**src/rtl/control_unit_fsm.sv**
```systemverilog
// =============================================================================
// Module   : control_unit_fsm
// Brief    : Hardwired Moore control sequencer for the single-bus CPU datapath.
// Revision : 1.0 - initial release
// =============================================================================
`default_nettype none

module control_unit_fsm #(
    parameter int         MEM_WAIT = 0,
    parameter logic [4:0] OP_ADD   = 5'b00011
) (
    input  logic        clock,
    input  logic        clear,
    input  logic [31:0] IR,
    input  logic        CON_output,
    input  logic        stop,
    output logic        PCout,
    output logic        ZLowout,
    output logic        ZHighout,
    output logic        MDRout,
    output logic        HIout,
    output logic        LOout,
    output logic        InPortout,
    output logic        Cout,
    output logic        MAR_enable,
    output logic        PC_enable,
    output logic        IncPC,
    output logic        MDR_enable,
    output logic        IR_enable,
    output logic        Y_enable,
    output logic        Z_low_enable,
    output logic        Z_high_enable,
    output logic        HI_enable,
    output logic        LO_enable,
    output logic        OutPort_enable,
    output logic        Read,
    output logic        Write,
    output logic        GRA,
    output logic        GRB,
    output logic        GRC,
    output logic        Rin,
    output logic        Rout,
    output logic        BAout,
    output logic        CON_in,
    output logic [4:0]  operation,
    output logic        Run,
    output logic        illegal
);

    typedef enum logic [3:0] {
        S_IDLE = 4'd0, S_T0 = 4'd1, S_T1 = 4'd2, S_T2 = 4'd3, S_T3 = 4'd4,
        S_T4   = 4'd5, S_T5 = 4'd6, S_T6 = 4'd7, S_T7 = 4'd8, S_HALT = 4'd9
    } state_t;

    localparam logic [4:0] c_LD   = 5'b00000;
    localparam logic [4:0] c_LDI  = 5'b00001;
    localparam logic [4:0] c_ST   = 5'b00010;
    localparam logic [4:0] c_BR   = 5'b10011;
    localparam logic [4:0] c_JR   = 5'b10100;
    localparam logic [4:0] c_IN   = 5'b10110;
    localparam logic [4:0] c_OUT  = 5'b10111;
    localparam logic [4:0] c_MFHI = 5'b11000;
    localparam logic [4:0] c_MFLO = 5'b11001;
    localparam logic [4:0] c_HALT = 5'b11011;

    state_t     r_state;
    logic [2:0] r_wait;
    logic [4:0] w_op;
    logic       w_undef;
    logic       w_hold;
    logic       w_write;
    state_t     w_last;
    logic       w_unused_ir;

    assign w_op        = IR[31:27];
    assign w_unused_ir = ^IR[26:0];
    assign w_undef     = (w_op == 5'b10101) || (w_op >= 5'b11100);
    assign w_hold      = ((r_state == S_T1) || (r_state == S_T6 && w_op == c_LD))
                         && (r_wait != 3'(MEM_WAIT));

    // Final execute step of the current opcode; T2 means fetch-only.
    always_comb begin
        w_last = S_T2;
        if (w_op == c_LD || w_op == c_ST)               w_last = S_T7;
        else if (w_op inside {[5'd1:5'd14]})            w_last = S_T5;
        else if (w_op == 5'd15 || w_op == 5'd16 || w_op == c_BR) w_last = S_T6;
        else if (w_op == 5'd17 || w_op == 5'd18)        w_last = S_T4;
        else if (w_op inside {c_JR, c_IN, c_OUT, c_MFHI, c_MFLO}) w_last = S_T3;
    end

    always_ff @(posedge clock or posedge clear) begin
        if (clear) begin
            r_state <= S_IDLE;
            r_wait  <= 3'd0;
        end else begin
            case (r_state)
                S_IDLE: if (!stop) r_state <= S_T0;
                S_HALT: r_state <= S_HALT;
                default: begin
                    if (w_hold) begin
                        r_wait <= r_wait + 3'd1;
                    end else begin
                        r_wait <= 3'd0;
                        if (r_state == S_T2 && w_op == c_HALT)
                            r_state <= S_HALT;
                        else if (r_state == w_last)
                            r_state <= stop ? S_IDLE : S_T0;
                        else
                            r_state <= state_t'(r_state + 4'd1);
                    end
                end
            endcase
        end
    end

    always_comb begin
        {PCout, ZLowout, ZHighout, MDRout, HIout, LOout, InPortout, Cout} = '0;
        {MAR_enable, PC_enable, IncPC, MDR_enable, IR_enable, Y_enable} = '0;
        {Z_low_enable, Z_high_enable, HI_enable, LO_enable, OutPort_enable} = '0;
        {Read, w_write, GRA, GRB, GRC, Rin, Rout, BAout, CON_in} = '0;
        operation = 5'd0;
        illegal   = 1'b0;
        Run       = (r_state != S_IDLE) && (r_state != S_HALT);
        case (r_state)
            S_T0: {PCout, MAR_enable, PC_enable, IncPC} = '1;
            S_T1: {Read, MDR_enable} = '1;
            S_T2: begin
                {MDRout, IR_enable} = '1;
                illegal = w_undef;
            end
            S_T3, S_T4, S_T5, S_T6, S_T7: begin
                if (w_op == c_LD || w_op == c_LDI || w_op == c_ST) begin
                    case (r_state)
                        S_T3: {GRB, BAout, Y_enable} = '1;
                        S_T4: begin
                            {Cout, Z_low_enable} = '1;
                            operation = OP_ADD;
                        end
                        S_T5: if (w_op == c_LDI) {ZLowout, GRA, Rin} = '1;
                              else               {ZLowout, MAR_enable} = '1;
                        S_T6: if (w_op == c_LD)      {Read, MDR_enable} = '1;
                              else if (w_op == c_ST) {GRA, Rout, MDR_enable} = '1;
                        S_T7: if (w_op == c_LD)      {MDRout, GRA, Rin} = '1;
                              else if (w_op == c_ST) w_write = 1'b1;
                        default: ;
                    endcase
                end else if (w_op inside {[5'd3:5'd14]}) begin
                    // Immediate forms take operand B from the C-sign-extend path.
                    case (r_state)
                        S_T3: {GRB, Rout, Y_enable} = '1;
                        S_T4: begin
                            if (w_op >= 5'd12) Cout = 1'b1;
                            else               {GRC, Rout} = '1;
                            Z_low_enable = 1'b1;
                            operation    = w_op;
                        end
                        S_T5: {ZLowout, GRA, Rin} = '1;
                        default: ;
                    endcase
                end else if (w_op == 5'd15 || w_op == 5'd16) begin
                    case (r_state)
                        S_T3: {GRA, Rout, Y_enable} = '1;
                        S_T4: begin
                            {GRB, Rout, Z_low_enable, Z_high_enable} = '1;
                            operation = w_op;
                        end
                        S_T5: {ZLowout, LO_enable} = '1;
                        S_T6: {ZHighout, HI_enable} = '1;
                        default: ;
                    endcase
                end else if (w_op == 5'd17 || w_op == 5'd18) begin
                    case (r_state)
                        S_T3: begin
                            {GRB, Rout, Z_low_enable} = '1;
                            operation = w_op;
                        end
                        S_T4: {ZLowout, GRA, Rin} = '1;
                        default: ;
                    endcase
                end else if (w_op == c_BR) begin
                    case (r_state)
                        S_T3: {GRA, Rout, CON_in} = '1;
                        S_T4: {PCout, Y_enable} = '1;
                        S_T5: begin
                            {Cout, Z_low_enable} = '1;
                            operation = OP_ADD;
                        end
                        S_T6: begin
                            ZLowout   = 1'b1;
                            PC_enable = CON_output;
                        end
                        default: ;
                    endcase
                end else if (r_state == S_T3) begin
                    case (w_op)
                        c_JR:    {GRA, Rout, PC_enable} = '1;
                        c_IN:    {InPortout, GRA, Rin} = '1;
                        c_OUT:   {GRA, Rout, OutPort_enable} = '1;
                        c_MFHI:  {HIout, GRA, Rin} = '1;
                        c_MFLO:  {LOout, GRA, Rin} = '1;
                        default: ;
                    endcase
                end
            end
            default: ;
        endcase
    end

    // Memory writes are suppressed the instant clear rises, ahead of the state reset.
    assign Write = w_write & ~clear;

endmodule

`default_nettype wire

```
**config.mk**
```make
export PLATFORM = sky130hd
export DESIGN_NAME = control_unit_fsm
export DESIGN_NICKNAME = d
export VERILOG_FILES = /design/src/rtl/control_unit_fsm.sv
export SDC_FILE = /design/constraint.sdc
export NUM_CORES = 1
export LEC_CHECK = 0
export CAP_MARGIN = 30
export CORE_ASPECT_RATIO = 1.75
export CORE_MARGIN = 1.5
export CORE_UTILIZATION = 44
export DETAILED_ROUTE_END_ITERATION = 10
export PLACE_DENSITY = 0.95
export RECOVER_POWER = 100
export SYNTH_ARGS = -nofsm -noshare
export SYNTH_HDL_FRONTEND = slang
export SYNTH_SLANG_ARGS = --single-unit
```
**constraint.sdc**
```tcl
create_clock -name clock -period 4.9 [get_ports clock]
set_input_delay 1.225 -clock clock [delete_from_list [all_inputs] [get_ports clock]]
set_output_delay 1.225 -clock clock [all_outputs]
set_load 0.1 [all_outputs]
```
# Word level (Yosys, flattened, before mapping)
# Cells that the tools add are included.
[op_classes] n_addsub=2 magnitude_cmp=5 eq_ne=27 muxes=179 bitwise=2 n_reduce_logical=26
[op_table] operator="2-to-1 mux 1 bit" n=149
[op_table] operator="== test 5 bit, second input constant" n=11
[op_table] operator="2-to-1 mux 5 bit" n=7
[op_table] operator="2-to-1 mux 4 bit" n=5
[op_table] operator="== test 4 x 3 -> 1 bit, second input constant" n=4
[op_table] operator="case mux 1 bit (2 select lines)" n=8
[op_table] operator="2-to-1 mux 3 bit" n=5
[op_table] operator="OR reduction 5 bit" n=2
[op_table] operator="== test 4 x 2 -> 1 bit, second input constant" n=2
[op_table] operator="== test 4 bit, second input constant" n=2
[op_table] operator="logical OR 1 bit" n=8
[op_table] operator="case mux 4 bit (2 select lines)" n=1
[op_table] operator="logical AND 1 bit" n=6
[op_table] operator="2-to-1 mux 2 bit" n=3
[op_table] operator="OR reduction 2 bit" n=3
[op_table] operator="== test 5 x 1 -> 1 bit, second input constant" n=1
[op_table] operator="== test 5 x 2 -> 1 bit, second input constant" n=1
[op_table] operator="== test 5 x 4 -> 1 bit, second input constant" n=1
[op_table] operator="greater-or-equal comparator 5 x 1 -> 1 bit, second input constant" n=1
[op_table] operator="greater-or-equal comparator 5 x 2 -> 1 bit, second input constant" n=1
[op_table] operator="greater-or-equal comparator 5 x 4 -> 1 bit, second input constant" n=1
[op_table] operator="greater-or-equal comparator 5 bit, second input constant" n=1
[op_table] operator="less-or-equal comparator 5 x 4 -> 1 bit, second input constant" n=1
[op_table] operator="zero test 5 bit" n=1
[op_table] operator="16 further kinds" n=16
[totals] register_bits=7 output_inout_bits=35 wordCells=243

# Logic depth before layout (Yosys ltp)
[depth] ltp_word=12 depth_mapped=9 mapped_depth_nobuf=9

# Worst setup path before layout
# Ideal clock, no wire load.
[synth_timing] kind="input to output" startpoint="input port IR[31]" endpoint="output port GRC" t_arrival_ns=6.733 path_slack_ns=-3.058 stages=4 cell_sequence="clkbuf_1 > clkbuf_1 > or3_1 > a2111oi_0"
[synth_via] elab_chain_len=6 elab_cells_between_ends=14 cone_classes="order compare (3); eq/ne (2); mux (5); reduce/logical (4)"
[synth_rtl] element="start, declared" line="14" text="input logic [31:0] IR,"
[synth_rtl] element="greater-or-equal comparator 5 x 4 -> 1 bit" line="152" text="if (w_op >= 5'd12) Cout = 1'b1;"
[synth_rtl] element="2-to-1 mux 1 bit" line="152"
[synth_rtl] element="2-to-1 mux 1 bit" line="149" text="case (r_state)"
[synth_rtl] element="2-to-1 mux 1 bit" line="147" text="end else if (w_op inside {[5'd3:5'd14]}) begin"
[synth_rtl] element="2-to-1 mux 1 bit (*)" line="132" text="if (w_op == c_LD || w_op == c_LDI || w_op == c_ST) begin"
[synth_rtl] element="2-to-1 mux 1 bit (*)" line="124" text="case (r_state)"
[synth_rtl] element="end, declared" line="40" text="output logic GRC,"
# Every way passes the cells marked *; elsewhere a longest branch is shown, timed or not.

# Final worst setup path
[layout_timing] startpoint="input port IR[27]" endpoint="output port PC_enable"
[layout_via] elab_chain_len=9 elab_cells_between_ends=24 cone_classes="order compare (2); eq/ne (8); mux (8); reduce/logical (6)"
[layout_rtl] element="== test 5 bit" line="195" text="case (w_op)"
[layout_rtl] element="2-to-1 mux 1 bit" line="195"
[layout_rtl] element="2-to-1 mux 1 bit" line="194" text="end else if (r_state == S_T3) begin"
[layout_rtl] element="2-to-1 mux 1 bit" line="180" text="end else if (w_op == c_BR) begin"
[layout_rtl] element="2-to-1 mux 1 bit" line="171" text="end else if (w_op == 5'd17 || w_op == 5'd18) begin"
[layout_rtl] element="2-to-1 mux 1 bit" line="160" text="end else if (w_op == 5'd15 || w_op == 5'd16) begin"
[layout_rtl] element="2-to-1 mux 1 bit" line="147"
[layout_rtl] element="2-to-1 mux 1 bit (*)" line="132"
[layout_rtl] element="case mux 1 bit (2 select lines) (*)" line="124"
[layout_rtl] element="end, declared" line="26" text="output logic PC_enable,"
# Marks and branches as above.

==> metrics.md <==
| Metric | Value |
|---|---|
| Clock Power Share | 7.3% |
| Buf/Inv on CP | 3 |
| Worst IR drop on VDD | 0.000522 V |
| Postcts setup bufs | 0 |
| ANT cells | 0 |
| Period minus WS final | 4820 ps |
| Inst Count DP | 294 |
| Post-CTS Resized | 0 |
| Slowest-stage cell, CP | clkdlybuf4s50_1 |
| Critical path startpoint | IR[27] |
| Cells along the critical path | clkdlybuf4s50_1 > clkbuf_1 > and4b_1 > nor2b_1 > nand4_1 > o311ai_2 > clkbuf_2 |
| WP depth | 7 |
| Post-Syn Nets | 255 |
| Clock Path Buffers | 2 |
| Chip height | 77.6 um |
| Vias per inst | 6.29 |
| Sum Neg Setup Slack | 0 ps |
| Internal power | 0.000375 W |
| Pwr/cell area | 535 nW/um^2 |
| Clk sinks | 7 |
| GPL Wtd Cong | 0.970 |
| Least-Margin Pin Slew | 988 ps |
| Gate power share | 82.5% |
| Grt total ovfl | 0 |
| Final Hold Vio Count | 0 |
| Core Area | 2960 um^2 |
| # IOs | 71 |
| Detailed-route via count | 1,874 |
| Htree depth | 1 |
| Syn Std Cell Area | 1400 um^2 |
| Post-DP HPWL | 3990 um |
| Total GRT Usage | 32.7% |
| Delay-heaviest family, CP | buffers and inverters |
| Max stage delay on crit path | 760 ps |
| Skew-Pair Late Insertion Delay | 230 ps |
| WHS | 491 ps |
| Largest net degree at the start of global routing | 26 |
| Register bit total from synthesis | 7 |
| Pins Over Slew Limit | 0 |
| Distinct cells, synth | 54 |
| CTS tree | yes |
| R2R Setup Slk | 2180 ps |
| Max Freq | 207 MHz |
| Starting DRT DRC Count | 99 |
| FF-to-FF Start | r_state[0] |
| Yosys synthesis warning count | 0 |
| Hold Crit Class | reg -> reg |
| Post-route design area | 2060 um^2 |
| Sequential group share of total power | 10.2% |
| Clock slew at reported path FFs | 40 ps |
| Synth Area per Inst | 6.56 um^2 |
| Root buf cell | clkbuf_8 |
| Initial antenna violation count | 0 |
| Antenna Violating Nets Remaining | 0 |
| Fin crit share | 98.4% |
| Layout cells sized above 1 | 21.1% |
| EDFF count, synth | 0 |
| Die area | 3540 um^2 |
| Clk_skew | 3.22 ps |
| Setup ws final | 76.3 ps |
| Critical Path AT | 3600 ps |
| Switch share | 66.0% |
| Top FF cell, synth | dfrtp_1 |
| Max_slew headroom | 34.0% |
| Synth async-reset ratio | 100% |
| CTS Buf Count | 3 |
| Gate Count Post-Synth | 213 |
| Critical path capture point type | output port |
| Reg2reg path depth | 7 |
| Post-Place Worst Slack | 230 ps |
| Fin cells | 298 |
| Leakage | 0.900 nW |
| Setup crit start kind | input pin |
| Outcome | finished clean |
| Final #Nets | 299 |
| # port buffers | 43 |
| RR Endpoint | r_state[0] |
| Avg WL per Cell | 17.6 um |
| DRT Pass-1 Iters | 4 |
| Setup violations, final | 0 |
| CP max FO | 13 |
| Hold buffers post-CTS | 0 |
| Layout area overhead | 47.5% |
| Setup CP Type | in -> out |
| Sequential element share of the synthesized area | 12.5% |
| RSZ-0062 raised after global routing | no |
| Switch Pwr | 0.000729 W |
| Max Cap Viol | 0 |
| Worst path required time | 3670 ps |
| Area post-placement | 2330 um^2 |
| First-pass GRT wire length | 8970 um |
| Vias in the first global route | 1,903 |
| DR DRC count | 0 |
| Starting density of the core | 47.2% |
| DIE WIDTH | 45.6 um |
| Final WL | 5250 um |
| # rows | 26 |
| Worst Setup EP | PC_enable |
[cells by family (layout without fill, tap and decap cells)]
logic type | count (synthesis) | count (layout) | share of synthesized area, %
and+or+nand+nor | 98 | 98 | 37.2
AOI/OAI and AO/OA | 63 | 63 | 30.0
buffers and inverters | 31 | 74 | 9.13
adders and majority gates | 7 | 7 | 6.09
DFF | 7 | 7 | 12.5
muxes | 5 | 5 | 3.85
xor gates and xnor gates | 2 | 2 | 1.25
[per-stage QoR]
stage	utilization [%]	total power, W
after floorplan	-	0.000789
after global placement	78.8	0.00107
after detailed placement	78.8	0.00110
after CTS	80.3	0.00119
after global routing	69.7	0.00115
final	69.7	0.00110
[worst min-delay path by stage]
stage,startpoint,to,slack (ps),cells after the start
finish,r_wait[2],r_wait[2],490,1
global route,r_wait[2],r_wait[2],570,1
global placement,r_wait[2],r_wait[2],480,1
CTS,r_wait[2],r_wait[2],490,1
detailed placement,r_wait[2],r_wait[2],480,1
floorplan,r_wait[2],r_wait[2],450,1
[registers in the layout (all words and copies together) (netlist names)]
name	cells
r_wait	3
r_state	4
[cells in the final DEF, fill, tap and decap left out, types with 3 or more instances in the layout]
master / netlist / layout
or3_1: 5 / 5
and2_0: 1 / 3
clkbuf_1: 12 / 4
dlygate4sd3_1: 0 / 5
nand4_1: 3 / 3
a21oi_1: 14 / 13
and2_1: 5 / 3
nand3_1: 5 / 5
nor2_1: 22 / 22
a31oi_1: 3 / 3
nand2b_1: 5 / 5
buf_4: 1 / 12
o22ai_1: 3 / 3
dlymetal6s2s_1: 0 / 4
buf_12: 0 / 13
o21ai_0: 17 / 17
clkbuf_4: 0 / 5
ha_1: 6 / 6
clkbuf_2: 0 / 10
nor2b_1: 8 / 8
dfrtp_1: 7 / 7
clkbuf_8: 0 / 3
nand2_1: 26 / 26
inv_1: 12 / 12
clkdlybuf4s50_1: 0 / 6
o221ai_1: 3 / 3
nor3_1: 3 / 3
[cells in the mapped netlist, drive strengths merged, types with 2 or more instances]
library cell / n / area, um^2
nand2: 26 / 97.6
nor2: 22 / 82.6
o21ai: 18 / 90.1
a21oi: 14 / 70.1
clkbuf: 12 / 45.0
inv: 12 / 45.0
nor2b: 8 / 50.1
buf: 7 / 37.5
dfrtp: 7 / 175
and2: 6 / 37.5
ha: 6 / 75.1
nand2b: 5 / 31.3
nand3: 5 / 25.0
or3: 5 / 31.3
a22oi: 3 / 27.5
a31oi: 3 / 18.8
mux2: 3 / 33.8
nand4: 3 / 18.8
nor3: 3 / 15.0
nor4: 3 / 33.8
o221ai: 3 / 26.3
o22ai: 3 / 18.8
o311ai: 3 / 26.3
a2111oi: 2 / 23.8
a21boi: 2 / 15.0
a311oi: 2 / 17.5
and3: 2 / 12.5
mux2i: 2 / 20.0
nand4b: 2 / 17.5
o21a: 2 / 15.0
o2bb2ai: 2 / 17.5
or2: 2 / 12.5
xnor2: 2 / 17.5
[area by class of cell]
cell class                 instances  area [um^2]
multi-input combinational        175         1130
inverter                          12         45.0
fill                             212          898
sequential                         7          175
tap                               42         52.6
clock buffer                       4         45.0
timing repair buffer              58          609
[per-layer routing]
layer	wire, um	up-vias	track usage (%)
li1	-	860	-
met1	1830	881	36.8
met2	2890	103	56.3
met3	286	30	4.19
met4	240	0	16.5
met5	0	-	0
[power groups by stage]
| stage | Combinational, W | Clock, W | Sequential, W |
|---|---|---|---|
| after floorplan | 0.000701 | 0 | 0.0000873 |
| after global placement | 0.000965 | 0 | 0.000108 |
| after detailed placement | 0.000989 | 0 | 0.000111 |
| after CTS | 0.00100 | 0.0000808 | 0.000110 |
| after global routing | 0.000954 | 0.0000837 | 0.000115 |
| final | 0.000911 | 0.0000811 | 0.000112 |
No activity file was read; power rests on OpenSTA's default activity.
==> edit (same settings) <==
Put a register stage on the output `Rin`, cleared by the reset. The value now appears one clock later. The other outputs are not delayed to match.
--- a/src/rtl/control_unit_fsm.sv
+++ b/src/rtl/control_unit_fsm.sv
@@ -65,2 +65,4 @@
 
+    logic Rin_d;
+
     state_t     r_state;
@@ -119,3 +121,3 @@
         {Z_low_enable, Z_high_enable, HI_enable, LO_enable, OutPort_enable} = '0;
-        {Read, w_write, GRA, GRB, GRC, Rin, Rout, BAout, CON_in} = '0;
+        {Read, w_write, GRA, GRB, GRC, Rin_d, Rout, BAout, CON_in} = '0;
         operation = 5'd0;
@@ -138,3 +140,3 @@
                         end
-                        S_T5: if (w_op == c_LDI) {ZLowout, GRA, Rin} = '1;
+                        S_T5: if (w_op == c_LDI) {ZLowout, GRA, Rin_d} = '1;
                               else               {ZLowout, MAR_enable} = '1;
@@ -142,3 +144,3 @@
                               else if (w_op == c_ST) {GRA, Rout, MDR_enable} = '1;
-                        S_T7: if (w_op == c_LD)      {MDRout, GRA, Rin} = '1;
+                        S_T7: if (w_op == c_LD)      {MDRout, GRA, Rin_d} = '1;
                               else if (w_op == c_ST) w_write = 1'b1;
@@ -156,3 +158,3 @@
                         end
-                        S_T5: {ZLowout, GRA, Rin} = '1;
+                        S_T5: {ZLowout, GRA, Rin_d} = '1;
                         default: ;
@@ -176,3 +178,3 @@
                         end
-                        S_T4: {ZLowout, GRA, Rin} = '1;
+                        S_T4: {ZLowout, GRA, Rin_d} = '1;
                         default: ;
@@ -196,6 +198,6 @@
                         c_JR:    {GRA, Rout, PC_enable} = '1;
-                        c_IN:    {InPortout, GRA, Rin} = '1;
+                        c_IN:    {InPortout, GRA, Rin_d} = '1;
                         c_OUT:   {GRA, Rout, OutPort_enable} = '1;
-                        c_MFHI:  {HIout, GRA, Rin} = '1;
-                        c_MFLO:  {LOout, GRA, Rin} = '1;
+                        c_MFHI:  {HIout, GRA, Rin_d} = '1;
+                        c_MFLO:  {LOout, GRA, Rin_d} = '1;
                         default: ;
@@ -211,2 +213,10 @@
 
+    always_ff @(posedge clock or posedge clear) begin
+        if (clear) begin
+            Rin <= '0;
+        end else begin
+            Rin <= Rin_d;
+        end
+    end
+
 endmodule
Check against the original RTL: not equivalent (a bounded check fails within 10 cycles, from zero or initial values).
==> edit against the original RTL <==
  * Sequential share of layout area increased by 1.2 points
  * Register-to-register slack improved by 160 ps
  * Design area unchanged
  * Sequential power increased by 8%
  * Total power decreased by 8.9%
  * Die area increased by 0.50%
  * Wire length decreased by 9.0%
  * Setup slack improved by 3.4 ps
  * Maximum frequency about the same
  * Synthesized area increased by 0.54%
  * Count of clock-buffer cells in the layout decreased by 1
  * Sequential cell count increased by 1
  * Combinational power decreased by 11%
  * Critical path depth unchanged
==> edit: results <==
metrics = {
    "yosys": {
        "synth_commonest_cells": "nand2_1, nor2_1, o21ai_0, inv_1, a21oi_1",
        "synthTopCellsByArea": "dfrtp_1, nand2_1, o21ai_0, nor2_1, ha_1",
        "syn_area_per_cell_um2": 6.57,
        "synthAdderAreaFrac_pct": 6.06,
        "synth_cell_types": 50,
        "synthXorXnorAreaFrac_pct": 1.87,
        "synth_compound_area_share_pct": 31.8,
        "yosys-mux-area-fraction_pct": 0.801,
    },
    "global_route": {
        "grt_pass1_vias": 1786,
        "grt_max_degree": 24,
        "use_met1_pct": 32.8,
        "grt.met3_usage_pct": 4.42,
        "grt_use_met2_pct": 48.2,
        "grt_usage_pct": 28.8,
    },
    "final_layout": {
        "nFillCells": 253,
        "top_regs": "r_state (4), r_wait (3), Rin (1)",
        "drive_gt1_share_pct": 19.2,
    },
    "status": {
        "outcome": "finished clean",
    },
    "routing": {
        "wl_per_cell_um": 16.0,
        "dr.first_iter.drc_count": 132,
        "vias": 1857,
        "routed_via_density": 6.23,
    },
    "placement": {
        "place_congestion": 0.993,
        "dp_hpwl_mm": 3.74,
        "placed_cells": 295,
        "pre_cts_ws_ps": 247,
        "dpl_cell_area_um2": 2250,
    },
    "critical_path": {
        "slowest_stage": "dlygate4sd3_1",
        "cp_slowest_stage_delay_ps": 820,
        "rrSetupSlack_ps": 2340,
    },
    "power": {
        "worst_ir_drop_vdd_v": 0.000518,
    },
    "sta": {
        "fin_skew_ps": 0.397,
        "worst_slack_ps": 79.7,
    },
}
## edit: logic make-up after synthesis
| family | Yosys count |
|---|---|
| buffers and inverters | 31 |
| and+or+nand+nor | 98 |
| xor gates and xnor gates | 3 |
| AOI/OAI and AO/OA | 66 |
| adders and majority gates | 7 |
| muxes | 1 |
| DFF | 8 |
## edit: layout make-up
class / count / area, um2 / area share, %
Timing Repair Buffer: 54 / 652 / 31.6
Clock buffer: 3 / 41.3 / 2.00
Tap cell: 43 / 53.8 / 2.61
Inverter: 15 / 56.3 / 2.73
Sequential cell: 8 / 200 / 9.71
Multi-Input combinational cell: 175 / 1060 / 51.3
## edit: per-layer routing
layer / vias to the layer above / wire, um
met3: 25 / 398
met2: 142 / 2490
li1: 865 / -
met4: 0 / 213
met5: - / 0
met1: 825 / 1680
## edit: worst reg2reg max path, delay by kind of cell (launching register included)
| family | cells | cell delay (ps) |
|---|---|---|
| adder cells (fa/ha/maj) | 1 | 340 |
| AND/OR/NAND/NOR | 3 | 1040 |
| AO/OA/AOI/OAI | 3 | 620 |
| flip-flops | 1 | 470 |
## edit: final timing paths
path,start,endpoint,cells past startpoint
setup / recovery,IR[30],GRA,7
hold / removal,r_wait[2],r_wait[2],1
setup reg to reg,r_state[0],r_state[0],7
hold reg to reg,r_wait[2],r_wait[2],1
max in group asynchronous,clear,r_state[2],2
min in group asynchronous,clear,r_state[1],2
## edit: per-stage QoR
stage	setup TNS [ps]	hold slack (ps)	util, %
4_1_cts	0	506	73.7
5_1_grt	0	568	66.3
2_1_floorplan	-57.5	451	-
3_5_place_dp	0	501	72.4
3_3_place_gp	0	470	72.4
6_report	0	510	66.3
## edit: power breakdown
group / internal [uW] / switching [uW]
Combinational: 231 / 577
Clock: 53.0 / 23.0
Sequential: 84.8 / 36.5
Total: 369 / 637
